### src/rtl/apb_lf_master_mux.sv
// Destination-clock half of the APB async bridge: synchronises the request toggle, runs SETUP/ACCESS
// on one of NUM_SLV completers and returns a completion toggle. Optional access timeout: APB_TIMEOUT_EN.
module apb_lf_master_mux #(
    parameter int ADDR_WD     = 32,
    parameter int DATA_WD     = 32,
    parameter int STRB_WD     = 4,
    parameter int PROT_WD     = 3,
    parameter int NUM_SLV     = 4,
    parameter int SLV_LSB     = 12,
    parameter int SYNC_STAGES = 2,
    parameter int TIMEOUT_CYC = 256
) (
    input  logic                       b_pclk,
    input  logic                       b_prst_n,
    input  logic                       a_apb_req,
    input  logic                       write,
    input  logic [ADDR_WD-1:0]         addr,
    input  logic [DATA_WD-1:0]         wdata,
    input  logic [PROT_WD-1:0]         prot,
    input  logic [STRB_WD-1:0]         strb,
    output logic [NUM_SLV-1:0]         b_psel,
    output logic                       b_penable,
    output logic                       b_pwrite,
    output logic [ADDR_WD-1:0]         b_paddr,
    output logic [DATA_WD-1:0]         b_pwdata,
    output logic [PROT_WD-1:0]         b_pprot,
    output logic [STRB_WD-1:0]         b_pstrb,
    input  logic [NUM_SLV*DATA_WD-1:0] b_prdata,
    input  logic [NUM_SLV-1:0]         b_pready,
    input  logic [NUM_SLV-1:0]         b_pslverr,
    output logic                       b_ready_req,
    output logic [DATA_WD-1:0]         rdata,
    output logic                       slverr
);

    localparam int SEL_WD = (NUM_SLV > 1) ? $clog2(NUM_SLV) : 1;

    typedef enum logic [1:0] {IDLE, SETUP, ACCESS, DERR} state_t;

    state_t               state, state_nxt;
    logic [SYNC_STAGES-1:0] sync_q;
    logic                 dly_q;
    logic                 req_edge;
    logic                 pend_q, pend_nxt;
    logic [SEL_WD-1:0]    idx_q;
    logic [SEL_WD-1:0]    idx_in;
    logic                 idx_ok;
    logic                 capture, complete, cpl_err, cpl_rd;
    logic                 sel_ready, sel_err;
    logic [DATA_WD-1:0]   sel_rdata;

`ifdef APB_TIMEOUT_EN
    localparam int TO_WD = $clog2(TIMEOUT_CYC + 1);
    logic [TO_WD-1:0]     to_cnt;
`endif

    assign req_edge = sync_q[SYNC_STAGES-1] ^ dly_q;
    assign idx_in   = addr[SLV_LSB +: SEL_WD];
    assign idx_ok   = (32'(idx_in) < NUM_SLV);

    // Only the addressed completer's handshake and data are looked at.
    always_comb begin
        sel_ready = 1'b0;
        sel_err   = 1'b0;
        sel_rdata = '0;
        for (int i = 0; i < NUM_SLV; i++) begin
            if (32'(idx_q) == i) begin
                sel_ready = b_pready[i];
                sel_err   = b_pslverr[i];
                sel_rdata = b_prdata[i*DATA_WD +: DATA_WD];
            end
        end
    end

    always_comb begin
        b_psel    = '0;
        b_penable = 1'b0;
        if (state == SETUP || state == ACCESS) begin
            for (int i = 0; i < NUM_SLV; i++) begin
                if (32'(idx_q) == i) b_psel[i] = 1'b1;
            end
            b_penable = (state == ACCESS);
        end
    end

    always_comb begin
        state_nxt = state;
        pend_nxt  = pend_q;
        capture   = 1'b0;
        complete  = 1'b0;
        cpl_err   = 1'b0;
        cpl_rd    = 1'b0;
        // A request arriving mid-transfer is remembered once; a further one is lost.
        if (req_edge && state != IDLE) pend_nxt = 1'b1;
        case (state)
            IDLE: begin
                if (req_edge || pend_q) begin
                    capture   = 1'b1;
                    pend_nxt  = 1'b0;
                    state_nxt = idx_ok ? SETUP : DERR;
                end
            end
            SETUP: state_nxt = ACCESS;
            ACCESS: begin
                if (sel_ready) begin
                    complete  = 1'b1;
                    cpl_err   = sel_err;
                    cpl_rd    = ~b_pwrite;
                    state_nxt = IDLE;
                end
`ifdef APB_TIMEOUT_EN
                else if (to_cnt == TO_WD'(TIMEOUT_CYC - 1)) begin
                    complete  = 1'b1;
                    cpl_err   = 1'b1;
                    state_nxt = IDLE;
                end
`endif
            end
            DERR: begin
                complete  = 1'b1;
                cpl_err   = 1'b1;
                state_nxt = IDLE;
            end
            default: state_nxt = IDLE;
        endcase
    end

    always_ff @(posedge b_pclk) begin
        if (!b_prst_n) begin
            state       <= IDLE;
            sync_q      <= '0;
            dly_q       <= 1'b0;
            pend_q      <= 1'b0;
            idx_q       <= '0;
            b_pwrite    <= 1'b0;
            b_paddr     <= '0;
            b_pwdata    <= '0;
            b_pprot     <= '0;
            b_pstrb     <= '0;
            b_ready_req <= 1'b0;
            rdata       <= '0;
            slverr      <= 1'b0;
        end else begin
            state  <= state_nxt;
            sync_q <= {sync_q[SYNC_STAGES-2:0], a_apb_req};
            dly_q  <= sync_q[SYNC_STAGES-1];
            pend_q <= pend_nxt;
            if (capture) begin
                idx_q    <= idx_in;
                b_pwrite <= write;
                b_paddr  <= addr;
                b_pwdata <= wdata;
                b_pprot  <= prot;
                b_pstrb  <= strb;
            end
            if (complete) begin
                b_ready_req <= ~b_ready_req;
                slverr      <= cpl_err;
                if (cpl_rd) rdata <= sel_rdata;
            end
        end
    end

`ifdef APB_TIMEOUT_EN
    always_ff @(posedge b_pclk) begin
        if (!b_prst_n) begin
            to_cnt <= '0;
        end else if (state == SETUP) begin
            to_cnt <= '0;
        end else if (state == ACCESS && !sel_ready) begin
            to_cnt <= to_cnt + 1'b1;
        end
    end
`endif

endmodule

### config.mk
export PLATFORM = sky130hd
export DESIGN_NAME = apb_lf_master_mux
export DESIGN_NICKNAME = d
export VERILOG_FILES = /design/src/rtl/apb_lf_master_mux.sv
export SDC_FILE = /design/constraint.sdc
export NUM_CORES = 1
export LEC_CHECK = 0
export ABC_AREA = 1
export CAP_MARGIN = 20
export CORE_MARGIN = 4
export CORE_UTILIZATION = 37
export DETAILED_ROUTE_END_ITERATION = 7
export GPL_TIMING_DRIVEN = 1
export PLACE_DENSITY = 0.77
export SLEW_MARGIN = 10
export SYNTH_ARGS = -nofsm -noshare
export SYNTH_HDL_FRONTEND = slang
export SYNTH_SLANG_ARGS = --single-unit
export TNS_END_PERCENT = 100
### constraint.sdc
create_clock -name b_pclk -period 2 [get_ports b_pclk]
set_input_delay 0.4 -clock b_pclk [delete_from_list [all_inputs] [get_ports b_pclk]]
set_output_delay 0.4 -clock b_pclk [all_outputs]
set_load 0.05 [all_outputs]
==> metrics.md <==
| Metric | Value |
|---|---|
| DR iter-0 viols | `235` |
| CP Capture Type | `primary output` |
| Netlist cell types | `25` |
| Placement Setup Slack | `155 ps` |
| WS Path Type | `flop to primary output` |
| Starting Density | `37.6%` |
| Cts bufs inserted | `9` |
| Placed cell count | `1253` |
| Period utilisation layout | `96.7%` |
| R2R depth | `9` |
| Die H | `127 µm` |
| DR pass1 iterations | `5` |
| Required time worst endpoint | `1600 ps` |
| Skew-Pair Late Insertion Delay | `340 ps` |
| RSZ-0062 raised after global routing | `false` |
| Peak supply drop | `0.521 mV` |
| Post-CTS Setup Bufs | `0` |
| Critical Path AT | `1530 ps` |
| Final wirelength | `18500 µm` |
| Hold worst-path end | `sync_q[1]` |
| First-pass GRT wire length | `29000 µm` |
| DR DRC count | `0` |
| # IOs | `322` |
| Syn Area/Cell | `6.62 µm²` |
| R2R Path End | `rdata[24]` |
| Pleak | `0.00373 µW` |
| Layout area overhead | `72.3%` |
| ANT cells | `0` |
| Vias | `5981` |
| Final Cell Area | `8960 µm²` |
| Die Width | `127 µm` |
| Max-slew violations | `0` |
| Power Dens Cells | `952 nW/µm²` |
| Asr flop ratio synth | `0%` |
| Clock Skew | `11.2 ps` |
| FILL cells | `1261` |
| Flop2flop setup slack | `300 ps` |
| HPWL after DPL | `14400 µm` |
| R2r startpoint | `b_paddr[13]` |
| Fmax | `0.517 GHz` |
| Largest net degree at the start of global routing | `70` |
| Gp weighted congestion | `0.850` |
| CTS H-tree depth | `3` |
| Main synth FF type | `dfxtp_1` |
| Clock sinks | `112` |
| Fin util | `64.8%` |
| Min-delay src | `sync_q[0]` |
| Mapped cell area | `5200 µm²` |
| Wire per inst | `14.6 µm` |
| Worst setup SP type | `flop` |
| Mapped Cells | `786` |
| Post-DRT Antenna Nets | `0` |
| Post-synth EDFFs | `0` |
| Final nets | `1300` |
| Fin. Hold Viols | `0` |
| Vias per inst | `4.71` |
| Fin crit period | `1930 ps` |
| Maxcap violations | `0` |
| Hold_ws | `425 ps` |
| Synth Net Count | `1002` |
| Slew headroom | `52.7%` |
| Warnings, synthesis | `0` |
| Layout cells sized above 1 | `8.63%` |
| Worst hold path depth | `2` |
| CTS tree | `yes` |
| Core Region | `13800 µm²` |
| Die area | `16000 µm²` |
| Register bit count reported by yosys | `112` |
| Post-route insts no fill | `1269` |
| DP Area | `8660 µm²` |
| # port buffers | `321` |
| Root buffer cell | `clkbuf_16` |
| Maximum fanout along the worst path | `20` |
| Initial antenna violation count | `0` |
| Row cnt | `43` |
| Worst Max-Slew Pin Slew | `708 ps` |
| Clock transition at the registers of the reported paths | `70 ps` |
| Status | `finished, final reports clean` |
| Final setup fails | `0` |
| Final worst setup slack | `65.6 ps` |
| Sequential area share after synthesis | `43.1%` |
| CTS Buffer Depth | `2` |
| Number of global-route vias before repair | `5710` |
| Type of the most critical hold path | `flop to flop` |
| Hold Buf Count CTS | `0` |
| Congestion Overflow GR | `0` |
| All-Layer GR Usage | `22.1%` |
[cell type report]
type	instances	area (µm²)	area share (%)
clock inverter	6	52.6	0.586
inverter	50	188	2.09
tap	180	225	2.51
multi-input combinational	571	2560	28.6
timing repair buffer	340	3450	38.5
clock buffer	10	239	2.67
sequential	112	2250	25.1
[per-stage QoR]
stage,TNS (ps),total power (µW)
after floorplan,-92.7,5270
after global placement,0,6820
after detailed placement,0,6850
after CTS,0,8600
after global routing,0,9010
final,0,8530
[cell usage in the layout (no fill, tap or decap), types with 2 or more instances in the layout]
cell type / count
clkdlybuf4s50_1: 297
nor2_2: 2
clkbuf_16: 9
nand3_1: 51
dfxtp_2: 4
nand2_1: 167
inv_2: 4
buf_12: 12
dfxtp_1: 108
inv_1: 44
clkinv_4: 3
or2_2: 16
nor2_1: 192
nand2_2: 3
nor3_4: 2
clkinv_1: 2
o21ai_0: 77
a21oi_1: 7
nor2_4: 2
nand4_1: 32
nand3_2: 2
ha_1: 5
clkinvlp_4: 2
buf_4: 29
o21ai_1: 11
[flip-flops by register name, indices dropped and copies added, names as in the netlist]
| name | count |
|---|---|
| b_pwdata | 32 |
| dly_q | 1 |
| b_pwrite | 1 |
| slverr | 1 |
| state | 2 |
| rdata | 32 |
| b_ready_req | 1 |
| b_pprot | 3 |
| b_pstrb | 4 |
| pend_q | 1 |
| b_paddr | 32 |
| sync_q | 2 |
[cell usage after synthesis, types with 2 or more instances]
library cell    n  area [µm²]
a21oi_1         7        35.0
buf_1           6        22.5
buf_2           9        45.0
buf_4           3        22.5
buf_6           3        33.8
clkbuf_1       32         120
clkinv_1        2        7.51
dfxtp_1       112        2240
ha_1            5        62.6
inv_1          45         169
inv_2           3        11.3
nand2_1       168         631
nand2_2         2        12.5
nand3_1        51         255
nand3_2         2        20.0
nand4_1        32         200
nor2_1        194         728
nor3_1          2        10.0
o21ai_0        77         385
o21ai_1        11        55.1
or2_2          16         100
[metal layers]
layer	part of all wire, %	vias to the layer above	global-route usage [%]
met5	0	-	0
met4	2.3	0	7.00
met3	11	25	9.81
met2	46	238	37.4
met1	40	2634	25.0
li1	-	3084	-
[critical path, cell delays in order (launching register included)]
cell and delay [ps]:
dfxtp_2 480, inv_1 100, buf_4 230, nor3_4 220, buf_12 160
[worst max-delay path by stage]
stage                end  depth (start not counted)   startpoint  slack [ps]
2_1_floorplan  b_psel[1]                          5  b_paddr[12]         -90
3_3_place_gp   rdata[30]                          9  b_pready[2]         200
3_5_place_dp    rdata[7]                          9  b_paddr[13]         160
4_1_cts        b_psel[3]                          3  b_paddr[12]           7
5_1_grt        b_psel[2]                          4  b_paddr[13]           5
6_report       b_psel[2]                          4  b_paddr[13]          70
[where the power goes]
part           switching (µW)  total (µW)  internal (µW)
sequential                199        2780           2580
clock                     829        1720            895
combinational            2520        4030           1510
total                    3550        8530           4990
[kinds of logic (layout without fill, tap and decap cells)]
logic type                 Yosys count  after routing  share of synthesized area, %
adders and majority gates            5              5                          1.20
and+or+nand+nor                    471            471                          38.3
buffers and inverters              103            406                          8.30
AOI/OAI and AO/OA                   95             95                          9.14
DFF                                112            112                          43.1
[what timing repair did]
item                       CTS  global route
resized for setup            3             5
pin swaps                    1             0
setup endpoints to repair    3            22
gates cloned                 0             0
Note: power is estimated with default switching activity, not from simulation.
